===== config.mk =====
export PLATFORM = sky130hd
export DESIGN_NAME = uart_rx_buffer
export DESIGN_NICKNAME = d
export VERILOG_FILES = /design/src/rtl/uart_pkg.sv /design/src/rtl/rx_fifo_mem.sv /design/src/rtl/uart_rx_buffer.sv
export SDC_FILE = /design/constraint.sdc
export NUM_CORES = 1
export LEC_CHECK = 0
export CAP_MARGIN = 40
export CORE_UTILIZATION = 60
export CTS_BUF_LIST = sky130_fd_sc_hd__clkbuf_16
export DETAILED_ROUTE_END_ITERATION = 8
export PLACE_DENSITY = 0.85
export SYNTH_ARGS = -nofsm -noshare
export SYNTH_HDL_FRONTEND = slang
export SYNTH_HIERARCHICAL = 1
export SYNTH_SLANG_ARGS = --single-unit

===== constraint.sdc =====
create_clock -name clock -period 4.1 [get_ports clock]
set_clock_uncertainty 0.1 [all_clocks]
set_input_delay 0.82 -clock clock [delete_from_list [all_inputs] [get_ports clock]]
set_output_delay 0.82 -clock clock [all_outputs]
set_load 0.02 [all_outputs]

===== src/rtl/uart_pkg.sv =====
// Shared UART receive-path definitions: error bit positions, field widths and
// the layout of one buffered entry.
package uart_pkg;

    localparam int ERR_PARITY    = 0;
    localparam int ERR_START     = 1;
    localparam int ERR_STOP      = 2;
    localparam int UART_DATA_W   = 8;
    localparam int UART_ERR_W    = 3;
    localparam int RXBUF_ENTRY_W = UART_DATA_W + UART_ERR_W;

    typedef struct packed {
        logic [UART_ERR_W-1:0]  err;
        logic [UART_DATA_W-1:0] data;
    } rx_entry_t;

    function automatic logic has_error(input logic [UART_ERR_W-1:0] err);
        return err[ERR_PARITY] | err[ERR_START] | err[ERR_STOP];
    endfunction

endpackage


===== src/rtl/rx_fifo_mem.sv =====
// Storage array for the receive buffer: synchronous write, asynchronous read,
// contents deliberately left unreset.
module rx_fifo_mem
    import uart_pkg::*;
#(
    parameter int DEPTH = 16,
    parameter int AW    = $clog2(DEPTH)
) (
    input  logic                     clock,
    input  logic                     we,
    input  logic [AW-1:0]            waddr,
    input  logic [RXBUF_ENTRY_W-1:0] wdata,
    input  logic [AW-1:0]            raddr,
    output logic [RXBUF_ENTRY_W-1:0] rdata
);

    logic [RXBUF_ENTRY_W-1:0] mem [DEPTH];

    always_ff @(posedge clock) begin
        if (we) begin
            mem[waddr] <= wdata;
        end
    end

    assign rdata = mem[raddr];

endmodule


===== src/rtl/uart_rx_buffer.sv =====
// Receive frame buffer: one capture per done_flag rise, byte+error tag queued in
// a fall-through FIFO with valid/ready read port and sticky overflow.
module uart_rx_buffer
    import uart_pkg::*;
#(
    parameter int DEPTH        = 16,
    parameter bit DROP_ERRORED = 1'b0
) (
    input  logic                     clock,
    input  logic                     rst,
    input  logic                     done_flag,
    input  logic [UART_DATA_W-1:0]   rx_data,
    input  logic [UART_ERR_W-1:0]    rx_error,
    input  logic                     rd_ready,
    input  logic                     clr_overflow,
    output logic                     rd_valid,
    output logic [UART_DATA_W-1:0]   rd_data,
    output logic [UART_ERR_W-1:0]    rd_error,
    output logic [$clog2(DEPTH):0]   count,
    output logic                     full,
    output logic                     empty,
    output logic                     overflow
);

    localparam int AW = $clog2(DEPTH);
    localparam int CW = AW + 1;

    logic [AW-1:0] wr_ptr;
    logic [AW-1:0] rd_ptr;
    logic          done_q;
    logic          cap;
    logic          push;
    logic          pop;
    logic          wr_en;
    rx_entry_t     wr_entry;
    rx_entry_t     rd_entry;

    // Data is sampled one clock after the rise so the Rx error flags have settled.
    assign push  = cap & ~(DROP_ERRORED & has_error(rx_error));
    assign pop   = rd_valid & rd_ready;
    assign wr_en = push & (~full | pop);

    assign wr_entry.data = rx_data;
    assign wr_entry.err  = rx_error;

    rx_fifo_mem #(
        .DEPTH (DEPTH),
        .AW    (AW)
    ) u_mem (
        .clock (clock),
        .we    (wr_en),
        .waddr (wr_ptr),
        .wdata (wr_entry),
        .raddr (rd_ptr),
        .rdata (rd_entry)
    );

    always_ff @(posedge clock or negedge rst) begin
        if (!rst) begin
            done_q   <= 1'b0;
            cap      <= 1'b0;
            wr_ptr   <= '0;
            rd_ptr   <= '0;
            count    <= '0;
            overflow <= 1'b0;
        end else begin
            done_q <= done_flag;
            cap    <= done_flag & ~done_q;
            if (wr_en) begin
                wr_ptr <= wr_ptr + 1'b1;
            end
            if (pop) begin
                rd_ptr <= rd_ptr + 1'b1;
            end
            if (wr_en && !pop) begin
                count <= count + 1'b1;
            end else if (pop && !wr_en) begin
                count <= count - 1'b1;
            end
            // A lost frame wins over a same-cycle clear.
            if (push && full && !pop) begin
                overflow <= 1'b1;
            end else if (clr_overflow) begin
                overflow <= 1'b0;
            end
        end
    end

    assign empty    = (count == '0);
    assign full     = (count == CW'(DEPTH));
    assign rd_valid = ~empty;
    assign rd_data  = empty ? '0 : rd_entry.data;
    assign rd_error = empty ? '0 : rd_entry.err;

endmodule


==> results of run 1 <==
worst paths after layout:
check	depth (start not counted)	to	from	slack [ns]
min in group asynchronous	1	count[3]$_DFFE_PN0P_	rst	0.73
hold reg to reg	1	cap$_DFF_PN0_	done_q$_DFF_PN0_	0.31
setup / recovery	6	rd_data[1]	rd_ptr[0]$_DFFE_PN0N_	0.22
setup reg to reg	8	count[4]$_DFFE_PN0P_	count[1]$_DFFE_PN0P_	1.06
max in group asynchronous	1	rd_ptr[1]$_DFFE_PN0N_	rst	2.66
hold / removal	1	cap$_DFF_PN0_	done_q$_DFF_PN0_	0.31
final cells by class:
| type | count | area (µm²) |
|---|---|---|
| clock buffers | 17 | 425 |
| inverters | 4 | 15.0 |
| well taps | 172 | 215 |
| repair buffers | 58 | 548 |
| flip-flops and latches | 192 | 5690 |
| fillers | 767 | 3640 |
| clock inverters | 14 | 129 |
| multi-input cells | 172 | 1960 |
sequential cells by signal, indices dropped and copies added, names as in the netlist:
register / cells
wr_ptr: 4
done_q: 1
u_mem/mem: 176
rd_ptr: 4
overflow: 1
cap: 1
count: 5
worst register-to-register path, stage by stage, from the launching register on:
cell      delay, ns
dfrtp_1        0.47
or4_4          0.62
o21ai_4        0.19
ha_1           0.29
inv_1          0.15
ha_1           0.37
or4_1          0.52
o211ai_1       0.11
o211ai_1       0.10
layer usage:
layer	share of wire, %	track usage (%)	up-vias	routed length [µm]
li1	-	-	1711	-
met1	38	32.9	2041	6000
met2	53	45.5	177	8300
met3	6.6	5.54	29	1040
met4	2.5	9.74	0	390
met5	0	0	-	0
Yosys cell counts, drive strengths merged (3+ instances only):
master,count,area (µm²)
edfxtp,176,5290
mux4,44,1070
a22oi,22,165
dfrtp,16,400
buf,15,129
nand2,15,56.3
nor2,14,55.1
nor2b,14,87.6
a21oi,6,30.0
ha,6,75.1
nand3,5,25.0
nor3,5,25.0
o21ai,5,36.3
xnor2,5,43.8
inv,4,15.0
mux2,3,33.8
nand3b,3,22.5
o211ai,3,22.5
or4,3,26.3
xor2,3,26.3
stage by stage:
step	utilization, %	hold WS (ns)
after floorplan	-	0.278
after global placement	66.6	0.291
after detailed placement	66.8	0.302
after CTS	71.2	0.319
after global routing	71.2	0.324
final	71.2	0.312
kinds of logic after synthesis:
logic type	count (synthesis)	synth area share (%)
XOR/XNOR	8	0.901
buffers and inverters	21	1.99
multiplexers	48	14.3
AO/OA/AOI/OAI	38	3.51
AND/OR/NAND/NOR	71	4.99
flip-flops	192	73.1
adder cells (fa/ha/maj)	7	1.22
report_power, final:
part | total, µW | switching [µW] | internal, µW | leakage [µW]
clock | 1540 | 658 | 881 | 0.000273
combinational | 2010 | 1020 | 997 | 0.000962
sequential | 2500 | 201 | 2300 | 0.00178
total | 6050 | 1870 | 4180 | 0.00301
==> reports/results.ini, run 1 <==
[outcome]
status = finished, final reports clean

[route]
drc_errors = 0
post_drt_wl_per_cell_um = 25.0
firstDrtPassIters = 5
vias = 3958
vias_per_cell = 6.29
ant_nets = 0
wl_um = 15700
drt_iter0_markers = 377

[timing]
setup_violations = 0
fmax_mhz = 258
tns_ns = 0
grt_setup_unrepaired = false
drv_slew = 0
setup_ws_ns = 0.218
post-route-period-util_pct = 94.7
worstMarginPinSlew_ns = 0.773
finalCriticalPeriod_ns = 3.88
finalHoldViolations = 0
relSlewSlack_pct = 48.4

[worst_setup_path]
cp_cell_sequence = buf_4 > mux4_1 > a22oi_1 > nand2_1 > nor2b_1 > clkdlybuf4s50_1
cp_slowest_cell = mux4_1
cp.required_ns = 3.18
critical_path_class = reg2out
crit_arrival_ns = 2.96
endpoint_kind = primary output
critPathLaunchType = flip-flop
slowest_delay_ns = 0.61
crit_fanout = 14
cp_top_family = buffers and inverters
worst-path-buf-inv = 2

[placed_design]
placed_area_um2 = 8430
pre_cts_slack_ns = 0.504
finalWeightedCongestion = 0.772
dp_hpwl_um = 9680
dp_cells = 598
io_buffers = 35

[final_layout]
syn_to_final_growth_pct = 15.4
antenna_cells = 0
fin_area_um2 = 8980
final_cells = 629
layout.nets = 468
mostFrequentLayoutCells = 176 x edfxtp_1, 35 x clkdlybuf4s50_1, 23 x mux4_2
final_common_cell = edfxtp_1
drive_gt1_share_pct = 18.6

[floorplanning]
die_y_um = 116
num_rows = 41
die_w_um = 116
num_io_pins = 36
core_um2 = 12600
start_util_pct = 61.6
dieArea_um2 = 13400

[yosys]
syn_area_um2 = 7780
ys_async_sr_fraction_pct = 8.33
syn-num-nets = 408
syn_area_per_cell_um2 = 20.2
synth_ff_type = edfxtp_1
ys_types = 45
ys_seq_area_share_pct = 73.1
ys_seq_elements = 192
synth-edff-count = 176
yosys_warnings = 6
synthCells = 385

[power_and_ir_drop]
powerDensity_nw_per_um2 = 674
p_total_uw = 6050
max-vdd-ir-drop_uv = 421
p_leak_uw = 0.00301

[clocking]
cts_tree = done
worstSkewPairLatency_ns = 0.42
htree_levels = 4
ctsResizeCount = 0
clock_sinks = 192
cts_hold_buf = 0
ctsRootBufferMaster = clkbuf_16
cts_buffer_depth = 2
cts_buffers = 17
path_clk_slew_ns = 0.06
postCtsSetupRepairBufs = 0

[global_routing]
grt_pass1_wl_um = 24000
grt_start_max_net_pins = 32
grt_overflow = 0
antenna_found_initial = 0
grt_pass1_vias = 4153
grt_use_total_pct = 26.2

[flow_run]
drv_cap = 0

[hold_path]
hold_path_class = reg2reg

Power figures use the tool's default switching activity.
==> run 2: changes to the inputs <==
--- a/config.mk
+++ b/config.mk
@@ -10,6 +10,7 @@
 export CTS_BUF_LIST = sky130_fd_sc_hd__clkbuf_16
 export DETAILED_ROUTE_END_ITERATION = 8
 export PLACE_DENSITY = 0.85
+export SLEW_MARGIN = 20
 export SYNTH_ARGS = -nofsm -noshare
 export SYNTH_HDL_FRONTEND = slang
 export SYNTH_HIERARCHICAL = 1
==> results of run 2 <==
No change in the layout: final DEF, timing and power equal those of run 1.
==> RTL edit 1, RTL diff (config.mk and constraints of run 1) <==
Change the parameter `DROP_ERRORED` from 1'b0 to 1'b1.
--- a/src/rtl/uart_rx_buffer.sv
+++ b/src/rtl/uart_rx_buffer.sv
@@ -4,7 +4,7 @@
     import uart_pkg::*;
 #(
     parameter int DEPTH        = 16,
-    parameter bit DROP_ERRORED = 1'b0
+    parameter bit DROP_ERRORED = 1'b1
 ) (
     input  logic                     clock,
     input  logic                     rst,
Behaviour: not the same (Yosys sat finds a counterexample within 4 cycles, from zero or initial values and one cycle with rst low).
==> RTL edit 1 against run 1 <==
  * Total power fell by 3.1%
  * Wire length shrank 5.7%
  * Combinational power decreased by 5%
  * Design area up 0.42%
  * Via count down 0.40%
  * Sequential cell count unchanged
  * Worst setup slack better by 0.028 ns
  * Area after synthesis is 0.24% higher
==> RTL edit 1: results (changes against run 1) <==
- Status: complete, no violations (unchanged)
- Seq/Total Area, Yosys: 72.9% (was 73.1%)
- Worst slew pin tran: 0.765 ns (was 0.773 ns)
- Hold endpoint: cap$_DFF_PN0_ (unchanged)
- Fillers: 757 (was 767)
- Hold_sp: done_q$_DFF_PN0_ (unchanged)
- Crit path max fanout: 25 (was 14)
- Worst Setup SP: rd_ptr[0]$_DFFE_PN0N_ (unchanged)
- Setup slack after placement: 0.331 ns (was 0.504 ns)
- DP HPWL: 8980 microns (was 9680 microns)
- Most frequent cells after synthesis: edfxtp_1 (176), mux4_2 (23), a22oi_1 (22) (unchanged)
- Setup ws final: 0.246 ns (was 0.218 ns)
- Dpl cells: 601 (was 598)
- Post-Synthesis Net Count: 409 (was 408)
- Ranking of synthesized cells by area: edfxtp_1 (68%), mux4_1 (7.1%), mux4_2 (6.6%), dfrtp_1 (5.1%), a22oi_1 (2.1%) (was edfxtp_1 (68%), mux4_1 (7.1%), mux4_2 (6.7%), dfrtp_1 (5.1%), a22oi_1 (2.1%))
- Critical Path AT: 2.93 ns (was 2.96 ns)
- DR iter-0 viols: 363 (was 377)
- IO buf count: 35 (unchanged)
- Clock transition at the registers of the reported paths: 0.06 ns (about the same)
- R2R setup slack: 1.04 ns (was 1.06 ns)
- Post-synth EDFFs: 176 (unchanged)
- Global Route Usage Sum: 24.8% (was 26.2%)
- Via count: 3942 (was 3958)
- Worst hold path class: flip-flop to flip-flop (unchanged)
- WL/cell: 23.4 microns (was 25.0 microns)
- Pleak: 3.04 nW (was 3.01 nW)
- Critical path endpoint: rd_data[7] (was rd_data[1])
- Max IR drop VDD: 0.416 mV (was 0.421 mV)
- Layout cells sized above 1: 18.7% (was 18.6%)
- Routability cong.: 0.820 (was 0.772)
- Reg2reg start: count[0]$_DFFE_PN0P_ (was count[1]$_DFFE_PN0P_)
- Post-Synthesis Cells: 386 (was 385)
- Layout Nets: 471 (was 468)
- Vias/cell: 6.23 (was 6.29)
- Distinct cells, synth: 47 (was 45)
- Initial antenna violation count: 0 (unchanged)
- Largest net degree at the start of global routing: 48 (was 32)
- Global-route wire length before repair: 22800 microns (was 24000 microns)
[RTL edit 1: area by class of cell]
type                       count  share of cell area, %
inverter                       5                  0.208
sequential                   192                   63.1
clock buffer                  17                   4.72
tap                          172                   2.39
timing repair buffer          60                   6.11
clock inverter                15                   1.85
multi-input combinational    172                   21.7
[RTL edit 1: kinds of logic after synthesis]
logic type | synth area share [%]
AND/OR/NAND/NOR | 5.07
buffers and inverters | 2.04
multiplexers | 14.3
AO/OA/AOI/OAI | 3.59
adder cells (fa/ha/maj) | 1.22
flip-flops | 72.9
XOR/XNOR | 0.898
[RTL edit 1: power breakdown]
part / internal, W / switching (W) / total, W
Clock: 0.000955 / 0.000681 / 0.00164
Sequential: 0.00221 / 0.000116 / 0.00232
Combinational: 0.000927 / 0.000978 / 0.00190
Total: 0.00409 / 0.00178 / 0.00586
[RTL edit 1: critical path, stage by stage, from the launching register on]
cell,delay (ns)
dfrtp_2,0.36
buf_4,0.40
mux4_1,0.64
a22oi_1,0.32
nand2_1,0.08
nor2b_1,0.13
clkdlybuf4s50_1,0.56
[RTL edit 1: layer usage]
layer / wire [microns] / vias up / global-route usage (%)
met5: 0 / - / 0
met4: 595 / 0 / 12.9
met3: 1120 / 46 / 7.27
met2: 7170 / 172 / 36.0
met1: 5950 / 2003 / 34.6
li1: - / 1721 / -
[RTL edit 1: metrics by stage]
step | power (W) | hold slack [ns] | instance area (sq um) | util (%)
final | 0.00586 | 0.297 | 9020 | 71.2
after CTS | 0.00590 | 0.303 | 9020 | 71.2
after floorplan | 0.00367 | 0.278 | 7800 | -
after detailed placement | 0.00426 | 0.293 | 8430 | 66.5
after global routing | 0.00611 | 0.317 | 9020 | 71.2
after global placement | 0.00421 | 0.289 | 8430 | 66.5
==> RTL edit 2, RTL diff (config.mk and constraints of run 1) <==
Made on the original files. Register the output `rd_error`; this adds one clock of latency there. The other outputs are not delayed to match.
--- a/src/rtl/uart_rx_buffer.sv
+++ b/src/rtl/uart_rx_buffer.sv
@@ -90,7 +90,9 @@
     assign full     = (count == CW'(DEPTH));
     assign rd_valid = ~empty;
     assign rd_data  = empty ? '0 : rd_entry.data;
-    assign rd_error = empty ? '0 : rd_entry.err;
+    always_ff @(posedge clock) begin
+        rd_error <= empty ? '0 : rd_entry.err;
+    end
 
 endmodule
 
Formal check against the unedited RTL: not equivalent (a bounded check fails within 4 cycles, from zero or initial values and one cycle with rst low).
==> RTL edit 2 against run 1 <==
  * Wire length is 4.4% lower
  * Sequential share of layout area shrank 0.32 points
  * Count of clock-buffer cells in the layout unchanged
  * Design area increased by 1.6%
  * Sequential cell count rose by 3
  * Total power grew 3.3%
  * Worst setup slack got worse by 0.017 ns
  * Area after synthesis grew 0.77%
  * Register-to-register slack about the same
  * Largest power group unchanged
==> RTL edit 2: results (changes against run 1) <==
- Status: complete, no violations (unchanged)
- Crit path max fanout: 18 (was 14)
- Synth top area share: 67.4% (was 67.9%)
- Layout Nets: 470 (was 468)
- Synth async-reset ratio: 8.21% (was 8.33%)
- Max IR drop VDD: 0.470 mV (was 0.421 mV)
- Ranking of synthesized cells by area: edfxtp_1 (67%), mux4_1 (7.0%), mux4_2 (6.6%), dfrtp_1 (5.1%), a22oi_1 (2.1%) (was edfxtp_1 (68%), mux4_1 (7.1%), mux4_2 (6.7%), dfrtp_1 (5.1%), a22oi_1 (2.1%))
- Post-Synthesis Net Count: 411 (was 408)
- Total Wirelength: 15000 microns (was 15700 microns)
- Grt ovf: 0 (unchanged)
- Placed inst area: 8490 sq um (was 8430 sq um)
- DR iter-0 viols: 387 (was 377)
- Layout cells sized above 1: 19.6% (was 18.6%)
- Number of global-route vias before repair: 4004 (was 4153)
- DP HPWL: 9690 microns (was 9680 microns)
- Critical Path AT: 2.98 ns (was 2.96 ns)
- Routability cong.: 0.781 (was 0.772)
- Largest net degree at the start of global routing: 37 (was 32)
- Cell Int Power: 0.00435 W (was 0.00418 W)
- Global-route wire length before repair: 22900 microns (was 24000 microns)
- IO buf count: 35 (unchanged)
- Pleak: 3.05 nW (was 3.01 nW)
- Vias/cell: 6.23 (was 6.29)
- Seq/Total Area, Yosys: 73.3% (was 73.1%)
- Distinct cells, synth: 46 (was 45)
- Relative slew margins: 48.2% (was 48.4%)
- Ys flop type: edfxtp_1 (unchanged)
- Global Route Usage Sum: 24.7% (was 26.2%)
==> RTL edit 2: cell types whose count changed after synthesis <==
cell     before  now
dfxtp_1       0    3
==> RTL edit 2: power groups by stage <==
stage               combinational (W)  clock [W]  sequential, W
CTS                           0.00200    0.00174        0.00255
global route                  0.00213    0.00182        0.00257
global placement              0.00182          0        0.00264
finish                        0.00198    0.00172        0.00255
detailed placement            0.00196          0        0.00259
floorplan                     0.00136          0        0.00253
==> RTL edit 2: worst paths after layout <==
| check | start | to | slack [ns] | cells past startpoint |
|---|---|---|---|---|
| worst max-delay path | rd_ptr[0]$_DFFE_PN0N_ | rd_data[0] | 0.20 | 6 |
| worst min-delay path | done_q$_DFF_PN0_ | cap$_DFF_PN0_ | 0.32 | 1 |
| worst max register to register | count[1]$_DFFE_PN0P_ | count[4]$_DFFE_PN0P_ | 1.06 | 8 |
| worst min register to register | done_q$_DFF_PN0_ | cap$_DFF_PN0_ | 0.32 | 1 |
| max in group asynchronous | rst | rd_ptr[1]$_DFFE_PN0N_ | 2.71 | 1 |
| min in group asynchronous | rst | cap$_DFF_PN0_ | 0.71 | 1 |
==> RTL edit 2: cells by family after synthesis <==
kind of cell / after synthesis / synth area share (%)
XOR/XNOR: 8 / 0.894
AND/OR/NAND/NOR: 71 / 4.95
adder cells (fa/ha/maj): 7 / 1.21
AO/OA/AOI/OAI: 38 / 3.48
flip-flops: 195 / 73.3
multiplexers: 48 / 14.2
buffers and inverters: 21 / 1.98
==> RTL edit 2: per-layer routing <==
| metal | GRT usage, % | vias to the layer above | share of wire [%] |
|---|---|---|---|
| li1 | - | 1725 | - |
| met1 | 32.6 | 2018 | 41 |
| met2 | 39.7 | 160 | 50 |
| met3 | 5.97 | 32 | 6.1 |
| met5 | 0 | - | 0 |
| met4 | 10.9 | 0 | 2.5 |
==> RTL edit 2: metrics by stage <==
step	util (%)	power, W	setup slack (ns)	instances	hold WS (ns)
floorplan	-	0.00389	1.02	388	0.278
global placement	66.9	0.00446	0.634	599	0.287
detailed placement	67.0	0.00455	0.546	600	0.309
CTS	72.0	0.00628	0.166	632	0.317
global route	72.0	0.00652	0.0616	632	0.337
finish	72.0	0.00625	0.201	632	0.320
==> RTL edit 2: critical path, cell delays in order (launching register included) <==
cell,delay (ns)
dfrtp_2,0.61
buf_12,0.24
mux4_1,0.59
a22oi_1,0.26
nand2_1,0.10
nor2b_1,0.16
clkdlybuf4s50_1,0.58
==> RTL edit 2: area by class of cell <==
| cell class | count | area, sq um |
|---|---|---|
| flip-flops and latches | 195 | 5750 |
| fillers | 738 | 3550 |
| multi-input cells | 172 | 1960 |
| repair buffers | 57 | 553 |
| clock buffers | 17 | 425 |
| well taps | 172 | 215 |
| clock inverters | 15 | 205 |
| inverters | 4 | 15.0 |
